[config.mk]
export PLATFORM = sky130hd
export DESIGN_NAME = ram16_capture_ctrl
export DESIGN_NICKNAME = d
export VERILOG_FILES = /design/src/rtl/ram16_ctrl_pkg.sv /design/src/rtl/ram16_capture_ctrl.sv
export SDC_FILE = /design/constraint.sdc
export NUM_CORES = 1
export LEC_CHECK = 0
export BUFFER_PORTS_ARGS = -buffer_cell sky130_fd_sc_hd__buf_2
export CAP_MARGIN = 30
export CORE_ASPECT_RATIO = 0.8
export CORE_MARGIN = 3
export CORE_UTILIZATION = 40
export DETAILED_ROUTE_END_ITERATION = 7
export MAX_ROUTING_LAYER = met4
export PLACE_DENSITY = 0.73
export RECOVER_POWER = 50
export SLEW_MARGIN = 20
export SYNTH_ARGS = -nofsm -noshare
export SYNTH_HDL_FRONTEND = slang
export SYNTH_SLANG_ARGS = --single-unit
[constraint.sdc]
create_clock -name CLK -period 2.05 [get_ports CLK]
set_input_delay 0.1025 -clock CLK [delete_from_list [all_inputs] [get_ports CLK]]
set_output_delay 0.1025 -clock CLK [all_outputs]
set_load 0.05 [all_outputs]
[src/rtl/ram16_ctrl_pkg.sv]
// Shared state encoding and widths for the RAM16 capture sequencer.
package ram16_ctrl_pkg;
  localparam int DATA_W     = 16;
  localparam int DROP_CNT_W = 8;

  typedef enum logic [2:0] {
    ST_IDLE    = 3'd0,
    ST_CLEAR   = 3'd1,
    ST_CAPTURE = 3'd2,
    ST_READ    = 3'd3,
    ST_LATCH   = 3'd4,
    ST_PRESENT = 3'd5
  } ctrl_state_e;
endpackage

[src/rtl/ram16_capture_ctrl.sv]
// Capture/drain sequencer for the RAM16 sample buffer (RAM lives in the parent).
// Optional drop counter output enabled by defining RAM16_CAPTURE_DROP_CNT_EN.
module ram16_capture_ctrl
  import ram16_ctrl_pkg::*;
#(
  parameter int ADDR_WIDTH = 5,
  parameter int DEPTH      = 1 << ADDR_WIDTH
) (
  input  logic                  CLK,
  input  logic                  RST,
  input  logic                  arm,
  input  logic                  cont,
  input  logic                  in_valid,
  input  logic [DATA_W-1:0]     in_data,
  output logic                  in_ready,
  output logic                  out_valid,
  output logic [DATA_W-1:0]     out_data,
  output logic                  out_last,
  input  logic                  out_ready,
  output logic                  busy,
  output logic                  done,
  output logic                  err,
  output logic                  ram_en,
  output logic                  ram_we,
  output logic                  ram_clr,
  output logic [ADDR_WIDTH-1:0] ram_addr,
  output logic [DATA_W-1:0]     ram_di,
  input  logic [DATA_W-1:0]     ram_do,
  input  logic                  ram_full,
  output logic [2:0]            o_dbg_state
`ifdef RAM16_CAPTURE_DROP_CNT_EN
  ,
  output logic [DROP_CNT_W-1:0] drop_cnt
`endif
);

  localparam logic [ADDR_WIDTH-1:0] LAST_ADDR = ADDR_WIDTH'(DEPTH - 1);

  ctrl_state_e           r_state, w_next;
  logic [ADDR_WIDTH-1:0] r_wr_addr, r_rd_addr;
  logic [DATA_W-1:0]     r_out_data;
  logic                  r_out_valid, r_out_last, r_done, r_err;
  logic                  w_wr_fire, w_out_hs;

  // Both streams transfer on a cycle where valid and ready are high together;
  // a producer holding valid keeps its data stable until that cycle.
  assign w_wr_fire = (r_state == ST_CAPTURE) && in_valid;
  assign w_out_hs  = (r_state == ST_PRESENT) && r_out_valid && out_ready;

  always_comb begin
    w_next = r_state;
    case (r_state)
      ST_IDLE:    if (arm) w_next = ST_CLEAR;
      ST_CLEAR:   w_next = ST_CAPTURE;
      ST_CAPTURE: if (w_wr_fire && (r_wr_addr == LAST_ADDR)) w_next = ST_READ;
      ST_READ:    w_next = ST_LATCH;
      ST_LATCH:   w_next = ST_PRESENT;
      ST_PRESENT: begin
        if (w_out_hs) begin
          if (r_rd_addr == LAST_ADDR) w_next = cont ? ST_CLEAR : ST_IDLE;
          else                        w_next = ST_READ;
        end
      end
      default:    w_next = ST_IDLE;
    endcase
  end

  // RAM controls are pure decodes of state so they read zero outside their phase.
  always_comb begin
    in_ready = 1'b0;
    ram_en   = 1'b0;
    ram_we   = 1'b0;
    ram_clr  = 1'b0;
    ram_addr = '0;
    ram_di   = '0;
    case (r_state)
      ST_CLEAR:   ram_clr = 1'b1;
      ST_CAPTURE: begin
        in_ready = 1'b1;
        if (in_valid) begin
          ram_en   = 1'b1;
          ram_we   = 1'b1;
          ram_addr = r_wr_addr;
          ram_di   = in_data;
        end
      end
      ST_READ: begin
        ram_en   = 1'b1;
        ram_addr = r_rd_addr;
      end
      default: ;
    endcase
  end

  always_ff @(posedge CLK) begin
    if (RST) begin
      r_state     <= ST_IDLE;
      r_wr_addr   <= '0;
      r_rd_addr   <= '0;
      r_out_data  <= '0;
      r_out_valid <= 1'b0;
      r_out_last  <= 1'b0;
      r_done      <= 1'b0;
      r_err       <= 1'b0;
    end else begin
      r_state <= w_next;
      r_done  <= 1'b0;
      case (r_state)
        ST_CLEAR: begin
          r_wr_addr <= '0;
          r_rd_addr <= '0;
        end
        ST_CAPTURE: if (w_wr_fire) r_wr_addr <= r_wr_addr + 1'b1;
        // rd_addr is zero only on the first READ of a frame.
        ST_READ:    if ((r_rd_addr == '0) && !ram_full) r_err <= 1'b1;
        ST_LATCH: begin
          r_out_data  <= ram_do;
          r_out_valid <= 1'b1;
          r_out_last  <= (r_rd_addr == LAST_ADDR);
        end
        ST_PRESENT: begin
          if (w_out_hs) begin
            r_out_valid <= 1'b0;
            r_out_last  <= 1'b0;
            if (r_rd_addr == LAST_ADDR) r_done    <= 1'b1;
            else                        r_rd_addr <= r_rd_addr + 1'b1;
          end
        end
        default: ;
      endcase
    end
  end

`ifdef RAM16_CAPTURE_DROP_CNT_EN
  logic [DROP_CNT_W-1:0] r_drop_cnt;

  always_ff @(posedge CLK) begin
    if (RST) begin
      r_drop_cnt <= '0;
    end else if ((w_next == ST_CLEAR) && (r_state != ST_CLEAR)) begin
      r_drop_cnt <= '0;
    end else if (in_valid && !in_ready && (r_drop_cnt != '1)) begin
      r_drop_cnt <= r_drop_cnt + 1'b1;
    end
  end

  assign drop_cnt = r_drop_cnt;
`endif

  assign out_valid   = r_out_valid;
  assign out_data    = r_out_data;
  assign out_last    = r_out_last;
  assign done        = r_done;
  assign err         = r_err;
  assign busy        = (r_state != ST_IDLE);
  assign o_dbg_state = r_state;

endmodule

==> parameters.txt <==
Parameter                              Value

Clock tree
  TritonCTS clock tree ... built
  H-tree levels ... 2
  Worst-skew pair later-pin latency ... 0.28 ns
  Clock edge transition at the registers on the reported setup and hold paths ... 0.07 ns
  Clk root buf ... clkbuf_8
  CTS Buf Count ... 5
  Clock Tree Buf Depth ... 2
  CTS sink count ... 33
  Number of buffers inserted for hold repair after clock tree synthesis ... 0

Pwr
  Static Leak ... 0.912 nW
  Peak supply drop ... 512 uV
  Int Pwr ... 0.00103 W
  Net switching power figure ... 0.000592 W
  Sequential Power Share ... 0.422
  Cell Pwr Density ... 762 nW/um^2
  Net switching share of the total power ... 0.364
  Logic pwr share ... 0.289
  Clock network power share ... 0.289

Floorplan
  Die outline area ... 4810 sq um
  Vertical extent of the die ... 62.6 um
  I/O pin count ... 88
  X dimension of the die ... 76.8 um
  Standard-cell row count ... 19
  Initial Utilization ... 0.441
  Core Region ... 3640 sq um

Placement
  Placement-stage worst setup slack ... 0.104 ns
  HPWL Detailed ... 3.09 mm
  GPL Wtd Cong ... 0.865
  Number of port buffers ... 87

Run status
  Result of the run ... finished, final reports clean

Routing
  Routed wire length ... 4.08 mm
  Remaining antenna violation count ... 0
  Number of vias per cell ... 4.80
  Detailed-routing iteration count for the pre-antenna-repair pass ... 4
  Via Count ... 1,624
  Drt initial violations ... 91
  DRC violation count after routing ... 0
  Routed length per placed instance ... 12.1 um

Setup path
  Slowest cell on crit path ... and4bb_2
  CP startpoint kind ... register
  Series of cell instances along the critical path ... and4bb_2 > buf_4 > and2_1 > buf_2
  Arrival time reported for the critical path endpoint ... 1.83 ns
  Critical Path Sink Type ... output port
  CP max FO ... 18
  Category of the most critical setup path ... register to output port
  Worst path max stage delay ... 0.48 ns
  Required arrival time at the worst endpoint ... 1.95 ns

Cells and area
  Top library cells by usage in the layout, fill and taps aside ... buf_2, nand2_1, dfxtp_1, clkbuf_1, a21oi_1
  Area growth from synthesis to layout ... 33.1%
  Fraction of final layout cells with drive strength greater than 1 ... 0.266
  Number of filler instances in the final layout ... 377
  Most common cell after layout, fill and taps aside ... buf_2
  Net count, final ... 329
  Antenna cell count ... 0

GRT
  Total gr overflow ... 0
  Vias in the first global route ... 1,488
  Wire length of the first global-routing pass ... 6.78 mm
  Pin count of the biggest net entering global routing ... 30
  Antenna violations before repair ... 0
  Overall global routing resource usage ... 0.173

Timing
  Min Tclk post-route ... 1.93 ns
  Final Worst Setup Slack ... 0.120 ns
  Clock skew ... 0.00750 ns
  Final hold slack ... 0.0482 ns
  Summed negative setup slack over all endpoints ... 0 ns
  Fmax ... 518 MHz
  RSZ-0062 raised after global routing ... false
  Worst-Margin Slew ... 0.682 ns
  Number of failing setup endpoints in the final timing report ... 0
  Share of the cycle needed by the critical path after routing ... 0.941
  Worst-case headroom to the max-slew limit ... 0.545
  Final Max Tran Viols ... 0
  Number of endpoints with negative hold slack in the final report ... 0

Synthesis
  Share of the synthesized area in the top cell type ... 0.412
  Synth Flop Type ... dfxtp_1
  Synth area leaders ... dfxtp_1, nand2_1, a21oi_1
  Async S/R FF share, synth ... 0
  Largest area contributor in the netlist ... dfxtp_1
  Number of unique standard cell types used by synthesis ... 34
  Post-synthesis instance total ... 201
  Number of enable-type register cells in the synthesized netlist ... 0
  Net count after synthesis ... 245
  Post-Syn Area ... 1600 sq um
  Number of synthesized register bits ... 33
  Share of synthesized area occupied by flip-flops and latches ... 0.412
  Synthesis Warnings ... 0
  Avg Cell Area, Syn ... 7.97 sq um

Flow run
  Total of max-cap violations ... 0

Min path
  Min-delay worst type ... primary input to register
==> final cells by class <==
type / count / area (sq um) / share of cell area
multi-input combinational: 151 / 882 / 0.413
inverter: 4 / 15.0 / 0.00704
tap: 52 / 65.1 / 0.0305
clock inverter: 3 / 17.5 / 0.00821
timing repair buffer: 90 / 424 / 0.199
sequential: 33 / 661 / 0.310
clock buffer: 5 / 68.8 / 0.0323
==> path summary, 6_finish.rpt <==
path	from	to	slack, ns	cells after the start
worst min register to register	out_data[8]	out_data[8]	0.46	2
worst max-delay path	o_dbg_state[0]	ram_di[10]	0.12	4
worst max register to register	r_rd_addr[0]	r_rd_addr[4]	0.19	7
worst min-delay path	ram_do[5]	out_data[5]	0.05	3
==> synth_stat cells, types with 2 or more instances <==
master / count
nand2_1: 40
dfxtp_1: 33
a21oi_1: 25
and2_1: 18
nor2_1: 12
nand3_1: 8
a22o_1: 6
buf_2: 6
clkbuf_1: 6
ha_1: 5
a211oi_1: 4
inv_1: 4
xnor2_1: 4
and3_1: 3
mux2i_1: 3
o21ai_0: 3
and3b_1: 2
nand2b_1: 2
or3_1: 2
==> timing repair <==
item | in CTS | in global routing
buffers inserted | 0 | 0
resized for setup | 0 | 2
endpoints found under the setup margin | 0 | 18
==> state kept, by name (all words and copies together) (netlist names) <==
| signal | cells |
|---|---|
| done | 1 |
| err | 1 |
| o_dbg_state | 3 |
| out_data | 16 |
| out_last | 1 |
| out_valid | 1 |
| r_rd_addr | 5 |
| r_wr_addr | 5 |
==> kinds of logic (layout without fill, tap and decap cells) <==
logic type                 Yosys count  in the layout  share of synthesized area
and+or+nand+nor                     97             97                      0.303
AOI/OAI and AO/OA                   42             42                      0.158
DFF                                 33             33                      0.412
buffers and inverters               17            102                     0.0468
adders and majority gates            5              5                     0.0390
xor gates and xnor gates             4              4                     0.0219
muxes                                3              3                     0.0187
==> power by group through the flow <==
stage / combinational [W] / sequential [W] / clock [W]
floorplan: 0.000314 / 0.000746 / 0
global placement: 0.000476 / 0.000698 / 0
detailed placement: 0.000477 / 0.000699 / 0
CTS: 0.000478 / 0.000685 / 0.000482
global route: 0.000506 / 0.000689 / 0.000507
finish: 0.000470 / 0.000685 / 0.000470
==> metrics by stage <==
stage          std cells  total power (W)  utilization  area (sq um)
6_report             338          0.00163        0.587          2130
2_1_floorplan        201          0.00106            -          1620
3_3_place_gp         330          0.00117        0.571          2080
4_1_cts              338          0.00165        0.595          2160
3_5_place_dp         330          0.00118        0.571          2080
5_1_grt              338          0.00170        0.587          2130
==> critical path: cells and delay by family (launching register included) <==
kind	cells	cell delay (ns)
buf+inv	2	0.48
flops	1	0.44
simple gates	2	0.62
==> per-layer routing <==
metal  track usage  routed length [um]  vias up
met3        0.0432                 237        2
met2         0.274                1910       42
li1              -                   -      848
met1         0.221                1910      732
met5             -                   0        -
met4        0.0475                  21        0
Power figures use the tool's default switching activity.
